`src/rtl/pieo_sublist_engine.sv`:
```
// pieo_sublist_engine: one PIEO sublist. It holds up to DEPTH {id, rank, send_time}
// entries sorted by ascending rank, with FIFO order among equal ranks. It performs
// one enqueue or one extract every two cycles. It publishes the summary consumed by
// the pointer level: smallest rank, smallest send time, full flag and count.
// Optional feature macro: PIEO_ELIGIBILITY_EN
//   - defined:   an extract takes the lowest-index entry with send_time <= cur_time
//   - undefined: PIFO behaviour; an extract takes entry 0 and cur_time is ignored
module pieo_sublist_engine #(
    parameter int ID_LOG   = 10,
    parameter int RANK_LOG = 16,
    parameter int TIME_LOG = 16,
    parameter int DEPTH    = 16
) (
    input  logic                       clk,
    input  logic                       rst,
    input  logic [TIME_LOG-1:0]        cur_time,
    input  logic                       enq_valid,
    output logic                       enq_ready,
    input  logic [ID_LOG-1:0]          enq_id,
    input  logic [RANK_LOG-1:0]        enq_rank,
    input  logic [TIME_LOG-1:0]        enq_send_time,
    input  logic                       deq_valid,
    output logic                       deq_ready,
    output logic                       resp_valid,
    output logic                       resp_found,
    output logic [ID_LOG-1:0]          resp_id,
    output logic [RANK_LOG-1:0]        resp_rank,
    output logic [TIME_LOG-1:0]        resp_send_time,
    output logic [$clog2(DEPTH+1)-1:0] count,
    output logic                       full,
    output logic                       empty,
    output logic [RANK_LOG-1:0]        smallest_rank,
    output logic [TIME_LOG-1:0]        smallest_send_time
);
    localparam int CW = $clog2(DEPTH + 1);
    localparam int IW = $clog2(DEPTH);
    localparam int LV = $clog2(DEPTH);

    typedef enum logic [1:0] {IDLE, ENQ, DEQ} state_t;

    state_t              state_reg;
    logic [CW-1:0]       count_reg;
    logic [ID_LOG-1:0]   req_id_reg;
    logic [RANK_LOG-1:0] req_rank_reg;
    logic [TIME_LOG-1:0] req_st_reg;
    logic                resp_valid_reg;
    logic                resp_found_reg;
    logic [ID_LOG-1:0]   resp_id_reg;
    logic [RANK_LOG-1:0] resp_rank_reg;
    logic [TIME_LOG-1:0] resp_st_reg;

    // Flattened view of the per-entry registers below
    logic [ID_LOG-1:0]   id_arr   [DEPTH];
    logic [RANK_LOG-1:0] rank_arr [DEPTH];
    logic [TIME_LOG-1:0] st_arr   [DEPTH];

    logic [DEPTH-1:0] valid_mask;
    logic [DEPTH-1:0] gt_mask;
    logic [DEPTH-1:0] elig_mask;
    logic [CW-1:0]    ins_pos;
    logic [IW-1:0]    ext_pos;
    logic             ext_found;

    assign full      = (count_reg == CW'(DEPTH));
    assign empty     = (count_reg == '0);
    assign count     = count_reg;
    assign deq_ready = (state_reg == IDLE);
    assign enq_ready = (state_reg == IDLE) && !full && !deq_valid;

    assign resp_valid     = resp_valid_reg;
    assign resp_found     = resp_found_reg;
    assign resp_id        = resp_id_reg;
    assign resp_rank      = resp_rank_reg;
    assign resp_send_time = resp_st_reg;
    assign smallest_rank  = rank_arr[0];

    genvar gi, gl;

    // Per-entry match vectors: strictly-greater rank for insert, eligibility for extract
    for (gi = 0; gi < DEPTH; gi++) begin : g_cmp
        assign valid_mask[gi] = (CW'(gi) < count_reg);
        assign gt_mask[gi]    = valid_mask[gi] && (rank_arr[gi] > req_rank_reg);
`ifdef PIEO_ELIGIBILITY_EN
        assign elig_mask[gi]  = valid_mask[gi] && (st_arr[gi] <= cur_time);
`else
        if (gi == 0) begin : g_head
            assign elig_mask[gi] = valid_mask[gi];
        end else begin : g_rest
            assign elig_mask[gi] = 1'b0;
        end
`endif
    end

`ifndef PIEO_ELIGIBILITY_EN
    // In PIFO mode the current time has no effect on extraction
    logic unused_cur_time;
    assign unused_cur_time = ^cur_time;
`endif

    assign ext_found = |elig_mask;

    // Insert position is the first entry ranked strictly above the new one, else the tail
    always_comb begin
        ins_pos = count_reg;
        for (int i = DEPTH - 1; i >= 0; i--) begin
            if (gt_mask[i]) ins_pos = CW'(i);
        end
    end

    // Extract position is the lowest eligible index
    always_comb begin
        ext_pos = '0;
        for (int i = DEPTH - 1; i >= 0; i--) begin
            if (elig_mask[i]) ext_pos = IW'(i);
        end
    end

    // Storage entries: each one loads the new element, its lower neighbour or its upper neighbour
    for (gi = 0; gi < DEPTH; gi++) begin : g_ent
        logic [ID_LOG-1:0]   id_reg;
        logic [RANK_LOG-1:0] rank_reg;
        logic [TIME_LOG-1:0] st_reg;
        logic [ID_LOG-1:0]   lo_id,   hi_id;
        logic [RANK_LOG-1:0] lo_rank, hi_rank;
        logic [TIME_LOG-1:0] lo_st,   hi_st;

        if (gi == 0) begin : g_lo_edge
            assign lo_id   = '0;
            assign lo_rank = '1;
            assign lo_st   = '1;
        end else begin : g_lo
            assign lo_id   = id_arr[gi-1];
            assign lo_rank = rank_arr[gi-1];
            assign lo_st   = st_arr[gi-1];
        end

        if (gi == DEPTH - 1) begin : g_hi_edge
            assign hi_id   = '0;
            assign hi_rank = '1;
            assign hi_st   = '1;
        end else begin : g_hi
            assign hi_id   = id_arr[gi+1];
            assign hi_rank = rank_arr[gi+1];
            assign hi_st   = st_arr[gi+1];
        end

        // Shift up on enqueue (positions above the insert point), shift down on a found extract
        always_ff @(posedge clk) begin
            if (rst) begin
                id_reg   <= '0;
                rank_reg <= '1;
                st_reg   <= '1;
            end else if (state_reg == ENQ) begin
                if (CW'(gi) == ins_pos) begin
                    id_reg   <= req_id_reg;
                    rank_reg <= req_rank_reg;
                    st_reg   <= req_st_reg;
                end else if ((CW'(gi) > ins_pos) && (CW'(gi) <= count_reg)) begin
                    id_reg   <= lo_id;
                    rank_reg <= lo_rank;
                    st_reg   <= lo_st;
                end
            end else if ((state_reg == DEQ) && ext_found && (IW'(gi) >= ext_pos)) begin
                id_reg   <= hi_id;
                rank_reg <= hi_rank;
                st_reg   <= hi_st;
            end
        end

        assign id_arr[gi]   = id_reg;
        assign rank_arr[gi] = rank_reg;
        assign st_arr[gi]   = st_reg;
    end

    // Min-reduction tree over send_time; invalid entries are infinity so they never win
    for (gl = 0; gl <= LV; gl++) begin : g_lvl
        localparam int N = DEPTH >> gl;
        logic [TIME_LOG-1:0] node [N];
        for (gi = 0; gi < N; gi++) begin : g_node
            if (gl == 0) begin : g_leaf
                assign node[gi] = st_arr[gi];
            end else begin : g_min
                logic [TIME_LOG-1:0] a_st, b_st;
                assign a_st     = g_lvl[gl-1].node[2*gi];
                assign b_st     = g_lvl[gl-1].node[2*gi+1];
                assign node[gi] = (a_st <= b_st) ? a_st : b_st;
            end
        end
    end
    assign smallest_send_time = g_lvl[LV].node[0];

    // Control FSM: request capture, count bookkeeping and the registered extract response
    always_ff @(posedge clk) begin
        if (rst) begin
            state_reg      <= IDLE;
            count_reg      <= '0;
            req_id_reg     <= '0;
            req_rank_reg   <= '0;
            req_st_reg     <= '0;
            resp_valid_reg <= 1'b0;
            resp_found_reg <= 1'b0;
            resp_id_reg    <= '0;
            resp_rank_reg  <= '0;
            resp_st_reg    <= '0;
        end else begin
            resp_valid_reg <= 1'b0;
            case (state_reg)
                IDLE: begin
                    if (deq_valid) begin
                        state_reg <= DEQ;
                    end else if (enq_valid && !full) begin
                        state_reg    <= ENQ;
                        req_id_reg   <= enq_id;
                        req_rank_reg <= enq_rank;
                        req_st_reg   <= enq_send_time;
                    end
                end
                ENQ: begin
                    state_reg <= IDLE;
                    count_reg <= count_reg + 1'b1;
                end
                DEQ: begin
                    state_reg      <= IDLE;
                    resp_valid_reg <= 1'b1;
                    resp_found_reg <= ext_found;
                    if (ext_found) begin
                        count_reg     <= count_reg - 1'b1;
                        resp_id_reg   <= id_arr[ext_pos];
                        resp_rank_reg <= rank_arr[ext_pos];
                        resp_st_reg   <= st_arr[ext_pos];
                    end else begin
                        resp_id_reg   <= '0;
                        resp_rank_reg <= '0;
                        resp_st_reg   <= '0;
                    end
                end
                default: state_reg <= IDLE;
            endcase
        end
    end
endmodule

```
`config.mk`:
```
export PLATFORM = sky130hd
export DESIGN_NAME = pieo_sublist_engine
export DESIGN_NICKNAME = d
export VERILOG_FILES = /design/src/rtl/pieo_sublist_engine.sv
export SDC_FILE = /design/constraint.sdc
export NUM_CORES = 2
export LEC_CHECK = 0
export ABC_AREA = 1
export BUFFER_PORTS_ARGS = -buffer_cell sky130_fd_sc_hd__buf_2
export CORE_MARGIN = 8
export CORE_UTILIZATION = 43
export DETAILED_ROUTE_END_ITERATION = 7
export GPL_ROUTABILITY_DRIVEN = 0
export GPL_TIMING_DRIVEN = 0
export HOLD_SLACK_MARGIN = 0.12
export PLACE_DENSITY_LB_ADDON = 0.08
export SYNTH_ARGS = -nofsm -noshare
export SYNTH_HDL_FRONTEND = slang
export SYNTH_SLANG_ARGS = --single-unit
```
`constraint.sdc`:
```
create_clock -name clk -period 7.7 [get_ports clk]
set_input_delay 1.54 -clock clk [delete_from_list [all_inputs] [get_ports clk]]
set_output_delay 1.54 -clock clk [all_outputs]
set_load 0.1 [all_outputs]
```
# Yosys cells after proc, flatten, opt, wreduce, memory -nomap -nowiden
# Index checks and enable logic that the tools add are counted.
word_totals:
  regBits: 765
  inputBits: 62
  output_inout_bits: 85
  elab_cells: 470
classes:
  addsub: 2
  n_lt_le_gt_ge: 79
  n_eq_ne: 35
  muxes: 229
  bitwise: 2
  reduce_logical: 64
op_table:
  columns: ["cell", "count"]
  rows:
  - ["$mux 16", 143]
  - ["$mux 10", 65]
  - ["$gt 16x16->1", 16]
  - ["$le 16x16->1", 15]
  - ["$mux 5", 17]
  - ["$ne 3x1->1 const B", 15]
  - ["$eq 4x5->1 const A", 8]
  - ["$gt 4x5->1 const A", 8]
  - ["$le 4x5->1 const A", 8]
  - ["$lt 4x5->1 const A", 8]
  - ["$logic_and 1x1->1", 36]
  - ["$reduce_and 2->1", 17]
  - ["$eq 3x5->1 const A", 4]
  - ["$gt 3x5->1 const A", 4]
  - ["$le 3x5->1 const A", 4]
  - ["$lt 3x5->1 const A", 4]
  - ["$eq 2x5->1 const A", 2]
  - ["$gt 1x5->1 const A", 2]
  - ["$gt 2x5->1 const A", 2]
  - ["$le 1x5->1 const A", 2]
  - ["$le 2x5->1 const A", 2]
  - ["$logic_not 5->1", 2]
  - ["$lt 1x5->1 const A", 2]
  - ["$lt 2x5->1 const A", 2]
  - ["18 further kinds", 23]

# Depth between registers and ports, before layout
depth:
  word_depth: 23
  mapped_depth: 46
  ltp_nobuf: 42

# Least setup slack after synthesis
# No wires, ideal clock.
synth_path:
  path_type: "register -> output"
  startpoint: "register g_ent[9].st_reg[3]"
  endpoint: "output smallest_send_time[10]"
  t_arrival_ns: 8.264
  required_time_ns: 6.160
  slack_ns: -2.104
  stages_incl_launch_ff: 43
  path_buffers: 4
  path_cell_list: "dfxtp_1 inv_1 ha_1 nand2_1 inv_1 nand2_1 o211a_1 o21a_1 o21ai_0 nand2_1 a22o_1 clkbuf_1 nand2_1 o21ai_0 ha_1 nand2_1 inv_1 a221oi_1 (+7 left out) nand2_1 inv_1 a221oi_1 o221ai_1 a221oi_1 a21oi_1 clkbuf_1 nand2_1 o21ai_0 ha_1 nand2_1 nor2_1 a211oi_1 o221a_2 a21boi_0 inv_1 clkbuf_1 o21ai_0"
synth_via:
  elab_chain_len: 8
synth_lines:
  columns: ["item", "line_no", "rtl"]
  rows:
  - ["start, declared", "122", "logic [TIME_LOG-1:0] st_reg;"]
  - ["start signal, assigned", "157", "st_reg <= req_st_reg;"]
  - ["start signal, assigned", "161", "st_reg <= lo_st;"]
  - ["start signal, assigned", "166", "st_reg <= hi_st;"]
  - ["$le 16x16->1", "186", "assign node[gi] = (a_st <= b_st) ? a_st : b_st;"]
  - ["$mux 16 (*)", "186", null]
  - ["$le 16x16->1", "186", null]
  - ["$mux 16 (*)", "186", null]
  - ["$le 16x16->1", "186", null]
  - ["$mux 16 (*)", "186", null]
  - ["$le 16x16->1", "186", null]
  - ["$mux 16 (*)", "186", null]
  - ["end, declared", "33", "output logic [TIME_LOG-1:0] smallest_send_time"]
# Mark *: on every way between the ends. The rest lies on a longest branch, timed or not.

# Worst setup path in the final report
layout_path:
  startpoint: "register g_ent[3].st_reg[1]"
  endpoint: "output smallest_send_time[11]"
layout_via:
  elab_chain_len: 8
layout_lines:
  columns: ["item", "line_no"]
  rows:
  - ["start, declared", "122"]
  - ["start signal, assigned", "157"]
  - ["start signal, assigned", "161"]
  - ["start signal, assigned", "166"]
  - ["$le 16x16->1", "186"]
  - ["$mux 16 (*)", "186"]
  - ["$le 16x16->1", "186"]
  - ["$mux 16 (*)", "186"]
  - ["$le 16x16->1", "186"]
  - ["$mux 16 (*)", "186"]
  - ["$le 16x16->1", "186"]
  - ["$mux 16 (*)", "186"]
# Marked as above.

==> qor.yml <==
sta:
  hold_viol_final: 0
  worst_slew_pin_slew_ps: 1529
  fin_crit_sh_pct: 120.0
  setup_tns_ps: -23890
  fmax_ghz: 0.1082
  clock_skew_ps: 40.97
  slew_headroom_pct: -1.909
  finalSetupViolations: 16
  rsz0062_at_grt: "true"
  min_period_ps: 9240
  final.setup.worst_slack_ps: -1540
  finalMaxSlewViolations: 22
clock_network:
  htree_levels: 3
  holdBufCountCts: 0
  numCtsBuffers: 95
  cts_root_buf: "clkbuf_16"
  clk_pin_slew_ps: 60
  clk_latency_ps: 730
  clock_sinks: 765
  cts_max_path_buffers: 3
  cts_tree: "done"
min_path:
  hold_start: "resp_send_time[10]$_SDFFE_PP0P_"
  min-delay-path-class: "reg2reg"
  min_to: "resp_send_time[10]$_SDFFE_PP0P_"
  hold_path_depth: 2
placement:
  pre_cts_ws_ps: -2607
  port_buffers: 130
  dpl_cell_area_um2: 59420
  place_hpwl_um: 210700
logic_synthesis:
  synth.top_cells.by_count: "nand2_1, a21oi_1, dfxtp_1, inv_1, nand3_1"
  synth_area_per_cell_um2: 6.034
  synth_area_um2: 56170
  netlist_top_cells_area: "dfxtp_1, nand2_1, ha_1"
  synth_ff_type: "dfxtp_1"
  synth_edf_count: 0
  synthArstFlopShare_pct: 0
  synth_cell_types: 53
  synth-seq-area-share_pct: 27.27
  yosysTopAreaCell: "dfxtp_1"
  netlist.area_leader.share_pct: 27.27
  synth_compound_area_share_pct: 17.60
  synth_top_family_by_area: "simple AND/OR/NAND/NOR gates"
  syn_nets: 9872
  yosysWarningCount: 0
  synthSimpleGateAreaFrac_pct: 34.13
  synth.most_common_cell: "nand2_1"
  synthMuxAreaShare_pct: 0
  syn_inst: 9309
  synth_adder_area_share_pct: 11.16
  ys_ff_latch: 765
  synth_xor_area_share_pct: 0.01559
grt:
  grt_use_total_pct: 35.23
  grt_pass1_wl_um: 382900
  grt_pass1_vias: 59290
  antenna_found_initial: 6
  grt_max_degree: 26
  grt_overflow: 0
die:
  die_w_um: 377.4
  die-area_um2: 142400
  ios: 147
  initial_core_util_pct: 43.32
  coreArea_um2: 129600
  num_rows: 132
  die_h_um: 377.4
worst_setup_path:
  cpLargestDelayFamily: "compound AO/OA/AOI/OAI gates"
  worstPathArrival_ps: 7700
  reg2reg_from: "req_rank_reg[13]$_SDFFE_PP0P_"
  cp-startpoint: "g_ent[2].hi_st[1]$_SDFFE_PP1P_"
  crit_fanout: 8
  r2r_cells: 25
  end_kind: "output port"
  path_buf_inv: 10
  crit_slowest_cell: "o41ai_4"
  reg2reg_setup_slack_ps: 530
  slowest_delay_ps: 620
  startpoint_type: "flop"
  worstReg2RegEnd: "g_ent[13].hi_id[8]$_SDFFE_PP0P_"
  cp.required_ps: 6160
  crit_type: "reg2out"
route:
  wl_um: 264200
  drtPass1Iterations: 8
  drtIter0Drc: 7778
  ant_nets: 0
  vias_per_cell: 5.748
  drt-wirelength-per-cell_um: 22.96
  vias: 66140
  route.detailed.drc: 1
run_status:
  violations: "DRC, capacitance limit, slew limit, setup timing"
  status: "finished, violations left"
final_layout:
  drive_gt1_share_pct: 11.51
  syn2layout_area_growth_pct: 19.26
  design.final.nets: 10250
  fin_area_um2: 66980
power_and_ir_drop:
  powerDensity_nw_per_um2: 553.7
  ir_worst_vdd_mv: 1.999
  power.leakage_nw: 33.30
run:
  drv_cap: 3
[worst min-delay path: stages, from the launching register on]
cell and delay [ps]:
dfxtp_1 310, nand2_1 50, a21oi_1 50
[timing repair]
item | CTS | global route
setup endpoints to repair | 16 | 16
pin swaps | 113 | 98
buffers inserted | 75 | 42
gates cloned | 29 | 1
resized for setup | 708 | 233
[cell type report]
cell class | count | area, um^2
Multi-Input combinational cell | 7121 | 38020
Clock buffer | 140 | 2806
Fill cell | 13420 | 62670
Sequential cell | 765 | 15430
Inverter | 798 | 3015
Timing Repair Buffer | 278 | 2191
Tap cell | 1742 | 2180
Clock inverter | 32 | 265.3
Antenna cell | 5 | 12.51
Buffer | 625 | 3069
[per-stage QoR]
stage | power (mW) | hold slack (ps) | cells | util [%]
detailed placement | 22.44 | 453.4 | 11180 | 45.83
CTS | 34.45 | 462.8 | 11460 | 50.75
global placement | 22.20 | 448.8 | 11180 | 45.79
finish | 37.09 | 460.6 | 11510 | 51.66
floorplan | 18.21 | 442.0 | 9309 | -
global route | 38.52 | 478.7 | 11500 | 51.66
[where the power goes]
| group | leakage [nW] | switching (mW) | total (mW) | internal [mW] |
|---|---|---|---|---|
| Clock | 1.54 | 1.99 | 4.57 | 2.59 |
| Combinational | 25.5 | 17.3 | 28.1 | 10.7 |
| Sequential | 6.21 | 0.291 | 4.46 | 4.17 |
| Total | 33.3 | 19.6 | 37.1 | 17.5 |
[worst max-delay path by stage]
| stage | end | slack [ps] | depth (start not counted) |
|---|---|---|---|
| detailed placement | smallest_send_time[11] | -2610 | 38 |
| floorplan | smallest_send_time[15] | -240 | 44 |
| CTS | smallest_send_time[11] | -1340 | 42 |
| global placement | smallest_send_time[11] | -2470 | 37 |
| finish | smallest_send_time[11] | -1540 | 36 |
| global route | smallest_send_time[0] | -1820 | 44 |
[cells by family after synthesis]
| logic type | after synthesis |
|---|---|
| AND/OR/NAND/NOR | 4766 |
| AO/OA/AOI/OAI | 1853 |
| buffers and inverters | 1423 |
| flip-flops | 765 |
| adder cells (fa/ha/maj) | 501 |
| XOR/XNOR | 1 |
[metal layers]
metal | GRT usage, % | wire (um) | vias to the layer above
li1 | - | - | 31160
met5 | 0 | 0 | -
met2 | 53.68 | 111700 | 3182
met3 | 5.922 | 25160 | 592
met1 | 47.22 | 110000 | 31210
met4 | 19.45 | 17380 | 0
[cells in the final DEF (no fill, tap or decap), drive strengths merged, types with 5 or more instances in the layout]
cell type and n:
a211oi 22, nand4 89, o2111ai 5, nor3 47, a21oi 886, nor4 8
clkbuf 576, o221ai 14, ha 501, nand2 3501, o21ai 752, dfxtp 765
nor2 407, clkinv 39, o211ai 94, o21a 16, diode 5, nand3 708
buf 467, inv 788, a31oi 17, o21bai 10, a221oi 8
Power figures use the tool's default switching activity.
